$ cat src/rtl/irq_ctrl_pkg.sv
// irq_ctrl_pkg: register addresses and FSM state encoding shared by the interrupt controller
package irq_ctrl_pkg;
  localparam logic [1:0] IRQ_PEND  = 2'd0;
  localparam logic [1:0] IRQ_MASK  = 2'd1;
  localparam logic [1:0] IRQ_CAUSE = 2'd2;
  localparam logic [1:0] IRQ_CTRL  = 2'd3;
  typedef enum logic [1:0] {IDLE, REQ, SERV, DONE} irq_state_e;
endpackage

$ cat src/rtl/irq_ctrl_if.sv
// irq_ctrl_if: irq_src/iack/irq/cause_idx handshake plus reg_wr/reg_addr/reg_wdata/reg_rdata port; slave = controller, master = core/bus side
interface irq_ctrl_if #(parameter int N_SRC = 8, parameter int W_IDX = 3);
  logic [N_SRC-1:0] irq_src;
  logic iack;
  logic irq;
  logic [W_IDX-1:0] cause_idx;
  logic reg_wr;
  logic [1:0] reg_addr;
  logic [31:0] reg_wdata;
  logic [31:0] reg_rdata;
  modport master(output irq_src, iack, reg_wr, reg_addr, reg_wdata, input irq, cause_idx, reg_rdata);
  modport slave(input irq_src, iack, reg_wr, reg_addr, reg_wdata, output irq, cause_idx, reg_rdata);
endinterface

$ cat src/rtl/irq_ctrl_prio_enc.sv
// irq_prio_enc: lowest-index-first priority encoder, req[N_SRC] -> idx[W_IDX] plus valid
module irq_prio_enc #(parameter int N_SRC = 8, parameter int W_IDX = 3) (
  input  logic [N_SRC-1:0] req,
  output logic [W_IDX-1:0] idx,
  output logic             valid
);
  always_comb begin
    idx = '0;
    for (int i = N_SRC - 1; i >= 0; i--) if (req[i]) idx = W_IDX'(i);
  end
  assign valid = |req;
endmodule

$ cat src/rtl/irq_ctrl.sv
// irq_ctrl: edge-capturing masked priority interrupt requester; ports clk, rst, bus (irq_ctrl_if.slave: irq_src/iack/irq/cause_idx + reg port)
module irq_ctrl import irq_ctrl_pkg::*; #(parameter int N_SRC = 8, parameter int W_IDX = 3) (
  input logic       clk,
  input logic       rst,
  irq_ctrl_if.slave bus
);
  irq_state_e state, state_n;
  logic [N_SRC-1:0] src_q, pend, mask, elig, clr;
  logic en, win_v, start;
  logic [W_IDX-1:0] win;
  logic [31:0] cause_w, rdata_n;
  always_comb elig = en ? pend & mask : '0;
  irq_prio_enc #(.N_SRC(N_SRC), .W_IDX(W_IDX)) u_enc (.req(elig), .idx(win), .valid(win_v));
  always_comb begin
    state_n = state;
    start = 1'b0;
    case (state)
      IDLE: if (win_v && !bus.iack) begin
        state_n = REQ;
        start = 1'b1;
      end
      REQ: if (bus.iack) state_n = SERV;
      SERV: if (!bus.iack) state_n = DONE;
      default: state_n = IDLE;
    endcase
    clr = (bus.reg_wr && bus.reg_addr == IRQ_PEND) ? bus.reg_wdata[N_SRC-1:0] : '0;
    if (state == DONE) clr[bus.cause_idx] = 1'b1;
  end
  always_comb begin
    cause_w = 32'(bus.cause_idx);
    cause_w[31] = state == SERV;
    rdata_n = bus.reg_addr == IRQ_PEND ? 32'(pend) :
              bus.reg_addr == IRQ_MASK ? 32'(mask) :
              bus.reg_addr == IRQ_CAUSE ? cause_w : {31'b0, en};
  end
  always_ff @(posedge clk) state <= rst ? IDLE : state_n;
  always_ff @(posedge clk) begin
    if (rst) begin
      src_q <= '0;
      pend <= '0;
      mask <= '0;
      en <= 1'b0;
      bus.irq <= 1'b0;
      bus.cause_idx <= '0;
      bus.reg_rdata <= '0;
    end else begin
      src_q <= bus.irq_src;
      pend <= (pend & ~clr) | (bus.irq_src & ~src_q);
      if (bus.reg_wr && bus.reg_addr == IRQ_MASK) mask <= bus.reg_wdata[N_SRC-1:0];
      if (bus.reg_wr && bus.reg_addr == IRQ_CTRL) en <= bus.reg_wdata[0];
      bus.irq <= state_n == REQ;
      if (start) bus.cause_idx <= win;
      bus.reg_rdata <= rdata_n;
    end
  end
endmodule
$ cat src/flat_wrapper.sv
// flat-port wrapper written by rule: the top's interface ports become plain ports
module irq_ctrl_flat import irq_ctrl_pkg::*;
#(parameter int N_SRC = 8, parameter int W_IDX = 3)
  (clk, rst, bus_irq_src, bus_iack, bus_reg_wr, bus_reg_addr, bus_reg_wdata, bus_irq, bus_cause_idx, bus_reg_rdata);
  irq_ctrl_if #(.N_SRC(N_SRC), .W_IDX(W_IDX)) bus_i ();
  input logic clk;
  input logic rst;
  input wire logic [$bits(bus_i.irq_src)-1:0] bus_irq_src;
  input wire logic [$bits(bus_i.iack)-1:0] bus_iack;
  input wire logic [$bits(bus_i.reg_wr)-1:0] bus_reg_wr;
  input wire logic [$bits(bus_i.reg_addr)-1:0] bus_reg_addr;
  input wire logic [$bits(bus_i.reg_wdata)-1:0] bus_reg_wdata;
  output wire logic [$bits(bus_i.irq)-1:0] bus_irq;
  output wire logic [$bits(bus_i.cause_idx)-1:0] bus_cause_idx;
  output wire logic [$bits(bus_i.reg_rdata)-1:0] bus_reg_rdata;
  assign bus_i.irq_src = bus_irq_src;
  assign bus_i.iack = bus_iack;
  assign bus_i.reg_wr = bus_reg_wr;
  assign bus_i.reg_addr = bus_reg_addr;
  assign bus_i.reg_wdata = bus_reg_wdata;
  assign bus_irq = bus_i.irq;
  assign bus_cause_idx = bus_i.cause_idx;
  assign bus_reg_rdata = bus_i.reg_rdata;
  irq_ctrl #(.N_SRC(N_SRC), .W_IDX(W_IDX)) u_core (.clk(clk), .rst(rst), .bus(bus_i));
endmodule
$ cat config.mk
export PLATFORM = sky130hd
export DESIGN_NAME = irq_ctrl_flat
export DESIGN_NICKNAME = d
export VERILOG_FILES = /design/src/rtl/irq_ctrl_pkg.sv /design/src/rtl/irq_ctrl_if.sv /design/src/rtl/irq_ctrl_prio_enc.sv /design/src/rtl/irq_ctrl.sv /design/src/flat_wrapper.sv
export SDC_FILE = /design/constraint.sdc
export NUM_CORES = 1
export LEC_CHECK = 0
export BUFFER_PORTS_ARGS = -buffer_cell sky130_fd_sc_hd__buf_2
export CAP_MARGIN = 20
export CORE_MARGIN = 2
export CORE_UTILIZATION = 35
export DETAILED_ROUTE_END_ITERATION = 12
export PLACE_DENSITY = 0.69
export SYNTH_ARGS = -nofsm -noshare
export SYNTH_HDL_FRONTEND = slang
export SYNTH_SLANG_ARGS = --single-unit
export TNS_END_PERCENT = 10
$ cat constraint.sdc
create_clock -name clk -period 1.3 [get_ports clk]
set_input_delay 0.13 -clock clk [delete_from_list [all_inputs] [get_ports clk]]
set_output_delay 0.13 -clock clk [all_outputs]
set_load 0.02 [all_outputs]
==> metrics.md, run 1 <==
| Metric | Value |
|---|---|
| Status | finished with violations |
| Violated checks | setup timing |
| Maximum VDD drop | about 0.49 mV |
| Max-cap viol count | 0 |
| Startpoint type of the worst setup path | flip-flop |
| Area leader, netlist | dfxtp_1 |
| First-pass GRT wire length | 6910 um |
| Num CTS Buffers | 5 |
| Internal power | 2.00 mW |
| Main synth FF type | dfxtp_1 |
| Total Routing Usage GR | 0.152 |
| Post-DP HPWL | 3200 um |
| Synth top area share | 0.433 |
| Synth warnings | 0 |
| Core area | 5110 um^2 |
| Hold path start | bus_irq_src[6] |
| Post-synth EDFFs | 0 |
| FF-to-FF Start | u_core.state[1] |
| Layout area overhead | 24.6% |
| Seq pwr share | 0.481 |
| Via/cell ratio | 4.74 |
| Ports | 82 |
| Die width | 76.7 um |
| Cell count of the worst reg-to-reg path | 3 |
| RSZ-0062 raised after global routing | yes |
| Reg-to-reg endpoint | u_core.bus.cause_idx[0] |
| Sw Share | 0.262 |
| FF+latch area | 802 um^2 |
| CP Data Arrival Time | 1.62 ns |
| Setup Skew | 0.0103 ns |
| Clock power share | 0.389 |
| Most common library cells after synthesis | dfxtp_1 (40), buf_4 (26), a21oi_1 (22) |
| H-tree Lvls | 2 |
| Worst-path clk slew | roughly 0.090 ns |
| Final instance area | 2300 um^2 |
| Gate power share | 0.130 |
| Antenna viol nets, final | 0 |
| Clk Latency, worst-skew pair | 0.31 ns |
| Postcts setup bufs | 0 |
| Min-delay worst type | input pin to flip-flop |
| Via count | 1,587 |
| DP Area | 2180 um^2 |
| Fin. max-slew vios | 0 |
| Number of inserted diodes | 0 |
| Mapped Area | between 1500 and 2000 um^2 |
| FILL cells | 521 |
| Setup ws final | -0.0812 ns |
| Sink Count | 40 |
| Critical path type | flip-flop to flip-flop |
| Worst R2R Setup Slack | -0.08 ns |
| Die height | 76.7 um |
| Layout Nets | 310 |
| FP Rows | 26 |
| Max Clock Freq | 0.724 GHz |
| Pwr dens | 1180 nW/um^2 |
| 1st-pass router iterations | 4 |
| Hold Path End | u_core.src_q[6] |
| Syn avg cell area | around 9.0 um^2 |
| Psw | between 700 and 800 uW |
| Initial antenna violation count | 0 |
| Final wirelength | 4300 um |
| Starting Density | 0.362 |
| Hold bufs inserted after CTS | 0 |
| Die area | 5880 um^2 |
| Finish-stage setup viols | 3 |
| Largest net degree at the start of global routing | 19 |
| Wire per inst | between 10 and 15 um |
| Drt initial violations | just under 90 |
| PortBufs | 34 |
| Ys async rst share | 0 |
| Share of layout cells above drive strength 1 | 0.302 |
| Fin util | 0.451 |
| Minimum clock period | 1.38 ns |
| Placed Instances | 327 |
| Congestion Overflow GR | 0 |
| Seq cells post-synth | 40 |
| Fin cells | 335 |
| Synth unique cells | 30 |
| Worst endpoint required time | around 1.5 ns |
| Fin. Hold Viols | 0 |
| Synth top area cells | dfxtp_1 (43%), buf_4 (11%), a21oi_1 (6.0%), mux2i_1 (4.9%), a32o_1 (4.3%) |
| CTS tree | yes |
| CTS max path bufs | 2 |
| Critical-path maximum fanout | 3 |
| Gpl congestion | 0.834 |
| Register area share after synthesis | 0.433 |
| Cells on Worst Hold Path | 2 |
| Worst setup EP type | flip-flop |
| Leak | 0.974 nW |
| Root buf cell | clkbuf_8 |
| Period utilisation layout | 1.06 |
| DR DRC count | 0 |
| Post-Syn Instances | approximately 210 |
| Multi-input gate area | 872 um^2 |
| Vias in the first global route | 1,463 |
| Most numerous cell in the Yosys netlist | dfxtp_1 |
==> power by group through the flow <==
stage	sequential, mW	clock (mW)	combinational, mW
finish	1.30	1.06	0.354
global route	1.31	1.12	0.384
CTS	1.30	1.08	0.354
detailed placement	1.33	0	0.352
global placement	1.33	0	0.347
floorplan	1.35	0	0.240
==> metal layers <==
metal,GRT usage,vias to the layer above,part of all wire
met5,0,-,0
met3,0.0341,8,0.055
met1,0.198,751,0.44
li1,-,787,-
met2,0.233,41,0.48
met4,0.0818,0,0.021
==> critical path, stage by stage, from the launching register on <==
cell     delay (ns)
dfxtp_2        0.33
or4b_4         0.55
a41oi_4        0.24
mux2i_1        0.20
==> worst max-delay path by stage <==
| stage | start | to | slack [ns] |
|---|---|---|---|
| floorplan | u_core.state[1] | u_core.bus.cause_idx[0] | -0.04 |
| global placement | u_core.state[1] | u_core.bus.cause_idx[0] | -0.05 |
| detailed placement | u_core.state[1] | u_core.bus.cause_idx[0] | -0.06 |
| CTS | u_core.state[1] | u_core.bus.cause_idx[0] | -0.08 |
| global route | u_core.state[1] | u_core.bus.cause_idx[0] | -0.13 |
| finish | u_core.state[1] | u_core.bus.cause_idx[0] | -0.08 |
==> timing repair <==
action | CTS | global route
pin swaps | 0 | 2
resized for setup | 0 | 2
setup endpoints to repair | 4 | 9
==> metrics by stage <==
stage	setup TNS [ns]	setup slack [ns]	hold WS (ns)	power [mW]
2_1_floorplan	-0.0707	-0.0359	0.209	1.59
3_3_place_gp	-0.118	-0.0469	0.398	1.68
3_5_place_dp	-0.163	-0.0642	0.395	1.69
6_report	-0.163	-0.0812	0.0728	2.71
5_1_grt	-0.590	-0.133	0.0692	2.82
4_1_cts	-0.234	-0.0837	0.0688	2.73
==> sequential cells by signal (all words and copies together), names as in the netlist <==
signal	count
u_core.bus.reg_rdata	9
u_core.mask	8
u_core.pend	8
u_core.src_q	8
u_core.bus.cause_idx	3
u_core.state	2
u_core.bus.irq	1
u_core.en	1
==> logic make-up after synthesis <==
family,Yosys count,share of synthesized area
buffers and inverters,44,0.144
other,1,0.00203
multiplexers,10,0.0609
AND/OR/NAND/NOR,71,0.202
AO/OA/AOI/OAI,40,0.158
flip-flops,40,0.433
==> cells in the final DEF (no fill, tap or decap), types with 2 or more instances in the layout <==
cell	count
a22oi_1	5
a21oi_1	22
inv_1	10
conb_1	23
nor2_1	13
nand3_1	13
mux2i_1	9
buf_4	29
buf_2	34
nand3b_1	2
nor3_2	2
nand2_1	15
a32o_1	8
clkbuf_8	5
nand2b_1	3
dfxtp_1	39
nor3_1	8
nor2b_1	9
==> layout make-up <==
class / instances / area share
repair buffers: 63 / 0.168
clock buffers: 5 / 0.0299
flip-flops and latches: 40 / 0.348
well taps: 70 / 0.0380
clock inverters: 3 / 0.0201
multi-input cells: 144 / 0.379
inverters: 10 / 0.0163
No activity file was read; power rests on OpenSTA's default activity.
==> run 2: changes to the inputs <==
Settings changed: GPL_TIMING_DRIVEN set to 1, PLACE_DENSITY 0.69 to 0.66, SETUP_SLACK_MARGIN set to 0.5.
Clock period 1.3 ns to 1.5 ns, I/O delays scaled along.
==> metrics.md, run 2 (synthesis gave the netlist of run 1 again) <==
| Metric | Value |
|---|---|
| Via count | 1,475 (-7.1%) |
| Die height | 76.7 um (unchanged) |
| First-pass GRT wire length | 6690 um (-3.3%) |
| Most common cell after layout, fill and taps aside | dfxtp_1 |
| FP Rows | 26 (unchanged) |
| DP Area | 2070 um^2 (-5.2%) |
| Layout Nets | 296 (-4.5%) |
| Setup Skew | 0.00712 ns (-0.00319 ns) |
| Critical path type | flip-flop to flip-flop |
| Total Routing Usage GR | 0.144 (-0.00757) |
| Antenna viol nets, final | 0 (unchanged) |
| Period utilisation layout | 0.910 (-0.152) |
| Die width | 76.7 um (unchanged) |
| Pwr dens | 1070 nW/um^2 (-9.4%) |
| Critical-path maximum fanout | 3 (unchanged) |
| Wire per inst | 12.8 um (+0.11%) |
| Largest register FFs | 9 (unchanged) |
| Largest net degree at the start of global routing | 20 (+1) |
| Clk Latency, worst-skew pair | 0.29 ns (-0.02 ns) |
| Layout area overhead | 19.8% |
| Initial antenna violation count | 0 (unchanged) |
| FF-to-FF Start | u_core.state[0] |
| Dpl ws | 0.0688 ns (+0.133 ns) |
| Leak | 0.912 nW (-6.4%) |
| Number of inserted diodes | 0 (unchanged) |
| DR DRC count | 0 (unchanged) |
| Worst endpoint required time | 1.73 ns (+0.19 ns) |
| Starting Density | 0.362 (unchanged) |
| Fin util | 0.434 (-0.0171) |
| Min-delay worst type | input pin to flip-flop |
| Worst-path clk slew | 0.08 ns (about the same) |
| Hold path start | bus_iack |
| Top reg by flops | u_core.bus.reg_rdata |
| Vias in the first global route | 1,433 (-2.1%) |
| Via/cell ratio | 4.60 (-3.0%) |
| Fin. max-slew vios | 0 (unchanged) |
| CTS tree | yes |
| Drt initial violations | 100 (+12%) |
| Die area | 5880 um^2 (unchanged) |
| Minimum clock period | 1.37 ns (-0.0160 ns) |
| Congestion Overflow GR | 0 (unchanged) |
| Final instance area | 2210 um^2 (-3.8%) |
| Max-cap viol count | 0 (unchanged) |
| Final TNS setup | 0 ns (+0.163 ns) |
| Gpl congestion | 0.822 (-1.4%) |
| Post-DP HPWL | 3050 um (-4.6%) |
| Root buf cell | clkbuf_8 |
| 1st-pass router iterations | 4 (unchanged) |
| Most frequent cells in the layout | dfxtp_1 (38), buf_2 (34), conb_1 (23), a21oi_1 (22) |
| Finish-stage setup viols | 0 (-3) |
| Share of layout cells above drive strength 1 | 0.271 (-0.0310) |
| CP Data Arrival Time | 1.59 ns (-0.03 ns) |
| Status | finished, final reports clean |
| Hold bufs inserted after CTS | 0 (unchanged) |
| RSZ-0062 raised after global routing | yes |
| Max Clock Freq | 0.732 GHz (+1.2%) |
| Core area | 5110 um^2 (unchanged) |
| Fin. Hold Viols | 0 (unchanged) |
| PortBufs | 34 (unchanged) |
| Sink Count | 40 (unchanged) |
| H-tree Lvls | 2 (unchanged) |
| Startpoint type of the worst setup path | flip-flop |
| Worst setup EP type | flip-flop |
| Ports | 82 (unchanged) |
| Final wirelength | 4120 um (-4.1%) |
| CTS max path bufs | 2 (unchanged) |
| Setup ws final | 0.135 ns (+0.216 ns) |
| Num CTS Buffers | 5 (unchanged) |
| Maximum VDD drop | 0.415 mV (-16%) |
| Crit path from | u_core.state[0] |
run 2: layout make-up:
cell class,count,area (um^2)
clock buffer,7,96.3
timing repair buffer,49,283
sequential,40,803
inverter,10,37.5
tap,70,87.6
multi-input combinational,144,877
clock inverter,1,30.0
fill,553,2890
run 2: layer usage:
metal | vias up | track usage | part of all wire | wire length, um
met2 | 40 | 0.229 | 0.48 | 1970
met3 | 6 | 0.0412 | 0.053 | 217
li1 | 764 | - | - | -
met5 | - | 0 | 0 | 0
met1 | 665 | 0.183 | 0.46 | 1880
met4 | 0 | 0.0618 | 0.013 | 55
run 2: path summary, 6_finish.rpt:
kind,to,slack (ns),cells past startpoint
worst max-delay path,u_core.bus.cause_idx[0],0.13,3
worst min-delay path,u_core.bus.irq,0.08,2
worst max register to register,u_core.bus.cause_idx[0],0.13,3
worst min register to register,u_core.pend[3],0.47,2
run 2: timing repair:
action / CTS / global route
pin swaps: 3 / 0
resized for setup: 2 / 1
setup endpoints to repair: 17 / 18
setup buffers: 1 / 0
run 2: worst max-delay path: stages (launching register included):
cell and delay, ns:
dfxtp_2 0.32, or4b_4 0.54, a41oi_4 0.24, mux2i_1 0.19
run 2: report_power, final:
group | switching [mW] | internal, mW
clock network | 0.371 | 0.587
logic | 0.165 | 0.0980
registers | 0.0344 | 1.11
total | 0.570 | 1.79
run 2: through the flow:
stage          power (mW)  hold slack (ns)  std cells
2_1_floorplan        1.38            0.229        228
3_3_place_gp         1.42            0.372        312
3_5_place_dp         1.43            0.377        312
4_1_cts              2.38           0.0628        321
5_1_grt              2.45           0.0844        321
6_report             2.36           0.0750        321
==> run 3: changes to the inputs <==
Clock period 1.5 ns to 1.3 ns, I/O delays scaled along.
==> metrics.md, run 3 (synthesis gave the netlist of run 1 again) <==
| Metric | Value |
|---|---|
| Fin. max-slew vios | 0 (unchanged) |
| Min-delay worst type | input pin to flip-flop |
| Critical path cell sequence | or4b_4 -> a41oi_4 -> mux2i_1 |
| Ports | 82 (unchanged) |
| Antenna viol nets, final | 0 (unchanged) |
| RSZ-0062 raised after global routing | yes |
| Minimum hold slack | 0.105 ns (+0.0296 ns) |
| Die width | 76.7 um (unchanged) |
| Maximum VDD drop | 0.591 mV (+42%) |
| Top reg by flops | u_core.bus.reg_rdata |
| Leak | 1.01 nW (+11%) |
| Post-DP HPWL | 3170 um (+3.7%) |
| Worst stage delay on the critical path | 0.53 ns (about the same) |
| Cells on Worst Hold Path | 3 (+1) |
| Critical path type | flip-flop to flip-flop |
| Congestion Overflow GR | 0 (unchanged) |
| Startpoint type of the worst setup path | flip-flop |
| Initial antenna violation count | 0 (unchanged) |
| Die area | 5880 um^2 (unchanged) |
| Wire per inst | 13.2 um (+2.9%) |
| Worst endpoint required time | 1.51 ns (-0.22 ns) |
| Violated checks | setup timing |
| FF-to-FF Start | u_core.state[1] |
| PortBufs | 34 (unchanged) |
| Clk Latency, worst-skew pair | 0.28 ns (about the same) |
| DR DRC count | 0 (unchanged) |
| FP Rows | 26 (unchanged) |
| Root buf cell | clkbuf_8 |
| Slowest-stage cell, CP | or4b_4 |
| Pwr dens | 1020 nW/um^2 (-4.7%) |
| Largest net degree at the start of global routing | 31 (+55%) |
| Final TNS setup | -0.138 ns (-0.138 ns) |
| Starting Density | 0.362 (unchanged) |
| Num CTS Buffers | 5 (unchanged) |
| Total Routing Usage GR | 0.147 (+0.00295) |
| Most frequent cells in the layout | conb_1 (23), buf_2 (23), dfxtp_2 (21) |
| Worst setup EP type | flip-flop |
| Vias in the first global route | 1,456 (+1.6%) |
| Number of inserted diodes | 0 (unchanged) |
| Hold Path End | u_core.mask[1] |
| Max Clock Freq | 0.725 GHz (-0.99%) |
| 1st-pass router iterations | 4 (unchanged) |
| CTS max path bufs | 2 (unchanged) |
| Die height | 76.7 um (unchanged) |
| Max-cap viol count | 0 (unchanged) |
| Gpl congestion | 0.819 (-0.43%) |
| Largest register FFs | 9 (unchanged) |
| Status | finished with violations |
| Drt initial violations | 76 (-24%) |
| Sink Count | 40 (unchanged) |
| CP Data Arrival Time | 1.59 ns (about the same) |
| Setup Skew | 0.00573 ns (-0.00140 ns) |
| Hold path start | bus_reg_wdata[1] |
| Cell count of the worst reg-to-reg path | 3 (unchanged) |
| Via/cell ratio | 4.71 (+2.4%) |
| Setup ws final | -0.0789 ns (-0.214 ns) |
| Critical-path maximum fanout | 3 (unchanged) |
| H-tree Lvls | 2 (unchanged) |
| Fin. Hold Viols | 0 (unchanged) |
| Via count | 1,581 (+7.2%) |
| Layout Nets | 311 (+5.1%) |
| Worst-path clk slew | 0.08 ns (about the same) |
| Minimum clock period | 1.38 ns (+0.0137 ns) |
| CTS tree | yes |
| Share of layout cells above drive strength 1 | 0.425 (+0.154) |
| Core area | 5110 um^2 (unchanged) |
| Reg-to-reg endpoint | u_core.bus.cause_idx[0] |
| Final wirelength | 4440 um (+7.7%) |
| Layout area overhead | 35.4% |
| Period utilisation layout | 1.06 (+0.151) |
| First-pass GRT wire length | 6870 um (+2.8%) |
| Worst R2R Setup Slack | -0.08 ns (-0.21 ns) |
| Finish-stage setup viols | 3 (+3) |
==> run 3: cell count changes in the layout (fill, tap and decap cells not counted), sizes merged <==
cell    delta
clkbuf     +1
buf       +15
bufinv     -1
==> run 3: area by class of cell <==
cell class / count / area [um^2]
Clock buffer: 8 / 90.1
Fill cell: 496 / 2610
Timing Repair Buffer: 64 / 510
Inverter: 10 / 37.5
Multi-Input combinational cell: 144 / 946
Sequential cell: 40 / 831
Tap cell: 70 / 87.6
==> run 3: critical path, delay by kind of cell (launching register included) <==
kind | cells | cell delay (ns)
flip-flops | 1 | 0.33
AO/OA/AOI/OAI | 1 | 0.24
AND/OR/NAND/NOR | 1 | 0.53
multiplexers | 1 | 0.21
==> run 3: how the worst max path moves through the flow <==
stage | startpoint | to | slack [ns]
2_1_floorplan | u_core.state[1] | u_core.bus.cause_idx[0] | -0.03
3_3_place_gp | u_core.pend[4] | u_core.state[0] | -0.06
3_5_place_dp | u_core.pend[4] | u_core.state[0] | -0.11
4_1_cts | u_core.state[1] | u_core.bus.cause_idx[0] | -0.07
5_1_grt | u_core.state[1] | u_core.bus.cause_idx[0] | -0.10
6_report | u_core.state[1] | u_core.bus.cause_idx[0] | -0.08
==> run 3: metrics by stage <==
stage / setup WS (ns) / total power [mW] / std cells / instance area, um^2 / utilization
after global routing: -0.101 / 2.66 / 336 / 2500 / 0.490
final: -0.0789 / 2.55 / 336 / 2500 / 0.490
after detailed placement: -0.110 / 1.69 / 327 / 2190 / 0.429
after CTS: -0.0671 / 2.54 / 336 / 2440 / 0.478
after floorplan: -0.0349 / 1.59 / 228 / 1930 / -
after global placement: -0.0620 / 1.68 / 327 / 2190 / 0.429
==> run 3: what timing repair did <==
action,CTS,global route
buffers inserted,1,0
resized for setup,50,21
pin swaps,12,10
endpoints found under the setup margin,40,39
hold buffers,0,0
==> run 3: routing by layer <==
metal,part of all wire,track usage,up-vias
li1,-,-,796
met3,0.056,0.0365,6
met1,0.44,0.189,729
met2,0.49,0.249,50
met5,0,0,-
met4,0.0092,0.0345,0
==> run 3: power breakdown <==
| part | internal, mW | total [mW] | switching, mW |
|---|---|---|---|
| logic | 0.174 | 0.394 | 0.220 |
| registers | 1.28 | 1.32 | 0.0329 |
| clock network | 0.433 | 0.836 | 0.403 |
| total | 1.89 | 2.55 | 0.656 |
